$ cat src/rtl/alu_issue_seq.sv
// Multi-cycle issue sequencer: accepts one instruction per handshake and steps
// IDLE->DECODE->EXEC->WB, driving registered ALU/register-file controls. Optional macro: ALU_SEQ_PIPE_EN.
module alu_issue_seq #(
    parameter bit          IMM_SIGNED = 1'b1,
    parameter logic [3:0]  CMP_EXT    = 4'hB,
    parameter logic [15:0] NOP_WORD   = 16'h0000
) (
    input  logic        clk,
    input  logic        reset,
    input  logic        instr_valid,
    input  logic [15:0] instr,
    output logic        instr_ready,
    output logic [7:0]  alu_op,
    output logic [4:0]  muxA,
    output logic [4:0]  muxB,
    output logic [15:0] imm,
    output logic        imm_control,
    output logic [15:0] regs_en,
    output logic        buff_en,
    output logic        flag_en,
    output logic        busy,
    output logic        done
);

    typedef enum logic [1:0] {IDLE, DECODE, EXEC, WB} state_t;

    state_t      state_reg, state_next;
    logic [15:0] instr_reg, instr_next;
    logic        accept;

    logic [3:0]  op_hi, rdest, op_ext, rsrc;
    logic        reg_form, is_cmp, is_nop, ctrl_on;
    logic [15:0] imm_ext, onehot;

    logic        ready_next, busy_next, done_next, immc_next, buff_next, flag_next;
    logic [7:0]  alu_next;
    logic [4:0]  mux_a_next, mux_b_next;
    logic [15:0] imm_next, regs_next;

    assign accept = instr_valid & instr_ready;

    always_comb begin
        state_next = state_reg;
        instr_next = instr_reg;
        case (state_reg)
            IDLE: begin
                if (accept) begin
                    state_next = DECODE;
                    instr_next = instr;
                end
            end
            DECODE: state_next = EXEC;
            EXEC:   state_next = WB;
            WB: begin
`ifdef ALU_SEQ_PIPE_EN
                if (accept) begin
                    state_next = DECODE;
                    instr_next = instr;
                end else begin
                    state_next = IDLE;
                end
`else
                state_next = IDLE;
`endif
            end
            default: state_next = IDLE;
        endcase
    end

    // Decode the instruction that will be current next cycle, so every output can be registered.
    assign op_hi    = instr_next[15:12];
    assign rdest    = instr_next[11:8];
    assign op_ext   = instr_next[7:4];
    assign rsrc     = instr_next[3:0];
    assign reg_form = (op_hi == 4'h0);
    assign is_cmp   = reg_form ? (op_ext == CMP_EXT) : (op_hi == CMP_EXT);
    assign is_nop   = (instr_next == NOP_WORD);
    assign imm_ext  = IMM_SIGNED ? {{8{instr_next[7]}}, instr_next[7:0]} : {8'h00, instr_next[7:0]};

    genvar gi;
    generate
        for (gi = 0; gi < 16; gi++) begin : g_onehot
            assign onehot[gi] = (rdest == 4'(gi));
        end
    endgenerate

    always_comb begin
        ctrl_on    = (state_next != IDLE);
`ifdef ALU_SEQ_PIPE_EN
        ready_next = (state_next == IDLE) || (state_next == WB);
`else
        ready_next = (state_next == IDLE);
`endif
        busy_next  = ctrl_on;
        alu_next   = 8'h00;
        mux_a_next = 5'd0;
        mux_b_next = 5'd0;
        imm_next   = 16'h0000;
        immc_next  = 1'b0;
        if (ctrl_on) begin
            alu_next   = reg_form ? {4'h0, op_ext} : {op_hi, 4'h0};
            mux_a_next = {1'b0, rdest};
            mux_b_next = {1'b0, rsrc};
            imm_next   = reg_form ? 16'h0000 : imm_ext;
            immc_next  = ~reg_form;
        end
        buff_next = ((state_next == EXEC) || (state_next == WB)) && !is_nop;
        flag_next = (state_next == WB) && !is_nop;
        done_next = (state_next == WB);
        regs_next = ((state_next == WB) && !is_nop && !is_cmp) ? onehot : 16'h0000;
    end

    always_ff @(posedge clk or negedge reset) begin
        if (!reset) begin
            state_reg   <= IDLE;
            instr_reg   <= 16'h0000;
            instr_ready <= 1'b0;
            alu_op      <= 8'h00;
            muxA        <= 5'd0;
            muxB        <= 5'd0;
            imm         <= 16'h0000;
            imm_control <= 1'b0;
            regs_en     <= 16'h0000;
            buff_en     <= 1'b0;
            flag_en     <= 1'b0;
            busy        <= 1'b0;
            done        <= 1'b0;
        end else begin
            state_reg   <= state_next;
            instr_reg   <= instr_next;
            instr_ready <= ready_next;
            alu_op      <= alu_next;
            muxA        <= mux_a_next;
            muxB        <= mux_b_next;
            imm         <= imm_next;
            imm_control <= immc_next;
            regs_en     <= regs_next;
            buff_en     <= buff_next;
            flag_en     <= flag_next;
            busy        <= busy_next;
            done        <= done_next;
        end
    end

endmodule

$ cat config.mk
export PLATFORM = sky130hd
export DESIGN_NAME = alu_issue_seq
export DESIGN_NICKNAME = d
export VERILOG_FILES = /design/src/rtl/alu_issue_seq.sv
export SDC_FILE = /design/constraint.sdc
export NUM_CORES = 1
export LEC_CHECK = 0
export ABC_AREA = 1
export CAP_MARGIN = 20
export CORE_ASPECT_RATIO = 0.75
export CORE_MARGIN = 2
export CORE_UTILIZATION = 45
export CTS_BUF_LIST = sky130_fd_sc_hd__clkbuf_4 sky130_fd_sc_hd__clkbuf_8
export CTS_CLUSTER_SIZE = 10
export DETAILED_ROUTE_END_ITERATION = 16
export PLACE_DENSITY_LB_ADDON = 0.12
export REMOVE_ABC_BUFFERS = 1
export SYNTH_ARGS = -nofsm -noshare
export SYNTH_HDL_FRONTEND = slang
export SYNTH_SLANG_ARGS = --single-unit
export TNS_END_PERCENT = 20
$ cat constraint.sdc
create_clock -name clk -period 2.6 [get_ports clk]
set_input_delay 0.65 -clock clk [delete_from_list [all_inputs] [get_ports clk]]
set_output_delay 0.65 -clock clk [all_outputs]
set_load 0.03 [all_outputs]
==> out/metrics.csv <==
metric,value,unit
coreArea,5381,um2
clk_latency,340,ps
ys_ff_latch,64,
fin_worst_skew,6.296,ps
grt_max_degree,65,
rows,23,
cts_buffers,9,
criticalPathCategory,input pin to register,
place.detailed.hpwl,3961,um
rrSetupSlack,380,ps
io_buffers,72,
drtPass1Iterations,4,
clock_sinks,64,
drv_cap,0,
antenna_found_initial,0,
synth_top_area_share,63.24,%
startpoint_type,input pin,
finalSetupViolCount,0,
drive_gt1_share,19.73,%
root_buffer,clkbuf_8,
syn-cell-area,2532,um2
first_iter_violations,84,
cts.clk_slew.worst_paths,70,ps
via_per_inst,4.461,
hold_viol_final,0,
cts_resized,0,
reg2reg_to,regs_en[0],
syn_to_final_growth,47.23,%
h-tree-depth,3,
overflow,0,
peakVddDrop,0.7300,mV
synth.most_common_cell,dfrtp_1,
ys_types,21,
ys_warn_count,0,
power_density,1392,nW/um2
p_leak,1.799,nW
rsz0062_at_grt,false,
crit_fanout,16,
grt_pass1_wl,8997,um
post-route-period-util,87.69,%
holdBufCountCts,0,
arrival,2500,ps
start_util,47.06,%
die_h,68.97,um
wl_per_cell,12.62,um
syn_inst,260,
gp_congestion,0.7515,
diodes,0,
track_usage,19.51,%
cts_setup_buffers,0,
avgSynthCellArea,9.740,um2
required,2820,ps
post-route-min-period,2280,ps
synth_common_cells,"64 x dfrtp_1, 51 x nand2_1, 44 x nor2_1, 38 x inv_1, 15 x nor2_2",
synth-edff-count,0,
drv_slew,0,
drt_wl_total,5552,um
min_path_type,input pin to async pin,
drc,0,
layout.nets,382,
fmax,438.6,MHz
grt_pass1_vias,1896,
worstReg2RegStart,state_reg[0],
synth_area_leaders,"dfrtp_1 63%, nand2_1 7.6%, nor2_1 6.5%",
holdWs,317.9,ps
vias,1963,
finalSetupTns,0,ps
ctsLongestPathBuffers,2,
status,"finished, final reports clean",
die-area,6250,um2
cts_tree,done,
dieWidth,90.62,um
ys.flop_type,dfrtp_1,
top_level_ports,75,
yosysTopAreaCell,dfrtp_1,
async_flop_share,100.0,%
ant_nets,0,
yosysSeqAreaShare,63.24,%
reg2regPathDepth,14,
crit_path_end_kind,register,
area by class of cell:
type | count | area [um2]
clock buffers | 9 | 123.9
clock inverters | 7 | 118.9
fillers | 449 | 1653
inverters | 39 | 146.4
multi-input cells | 143 | 670.6
flip-flops and latches | 64 | 1602
well taps | 75 | 93.84
repair buffers | 103 | 973.4
routing by layer:
metal	part of all wire (%)	track usage [%]	vias up
met4	0.50	5.769	0
met1	46	24.49	934
met5	0	0	-
met3	7.1	8.587	2
li1	-	-	963
met2	46	31.16	64
worst max-delay path, stage by stage:
cell and delay, ps:
clkdlybuf4s50_1 520, nand3_1 160, buf_4 210, nand2_1 50, o21ai_1 80, nor2_2 150, nand3_1 140, nand2_1 90
nand2_1 50, inv_1 50, nand2_1 80, nand2_4 200, nor2_1 70
where the power goes:
group	switching, W	internal, W
registers	0.000127	0.00138
logic	0.00162	0.00104
clock network	0.000386	0.000638
total	0.00213	0.00306
placed cells by master, fill, tap and decap left out, types with 5 or more instances in the layout:
master,netlist,routed
buf_4,10,29
clkbuf_8,0,9
clkdlybuf4s50_1,0,71
dfrtp_1,64,64
inv_1,38,38
nand2_1,51,51
nand3_1,5,5
nor2_1,44,44
nor2_2,15,15
o21ai_1,7,7
stage by stage:
step                setup WS, ps  instances  total power [W]  utilization (%)  area [um2]
floorplan                  54.47        246         0.002982                -        2419
global placement           8.644        424         0.004119            64.78        3486
detailed placement        -25.12        424         0.004176            64.78        3486
CTS                        325.1        440         0.005237            69.29        3729
global route               97.72        440         0.005533            69.29        3729
finish                     320.1        440         0.005192            69.29        3729
kinds of logic (layout without fill, tap and decap cells):
group           after synthesis  count (layout)  synth area share [%]
buf+inv                      54             158                 10.42
fa+ha+maj                     3               3                 1.482
other cells                   1               2                0.1481
flops                        64              64                 63.24
compound gates               16              16                 3.804
simple gates                122             122                 20.90
worst max-delay path by stage:
stage | start | endpoint | slack [ps] | cells after the start
floorplan | imm[14] | imm[10] | 50 | 0
global placement | instr_valid | regs_en[13] | 9 | 14
detailed placement | instr_valid | regs_en[4] | -30 | 11
CTS | instr_valid | regs_en[4] | 330 | 13
global route | state_reg[0] | regs_en[4] | 100 | 14
finish | instr_valid | regs_en[0] | 320 | 13
No activity file was read; power rests on OpenSTA's default activity.
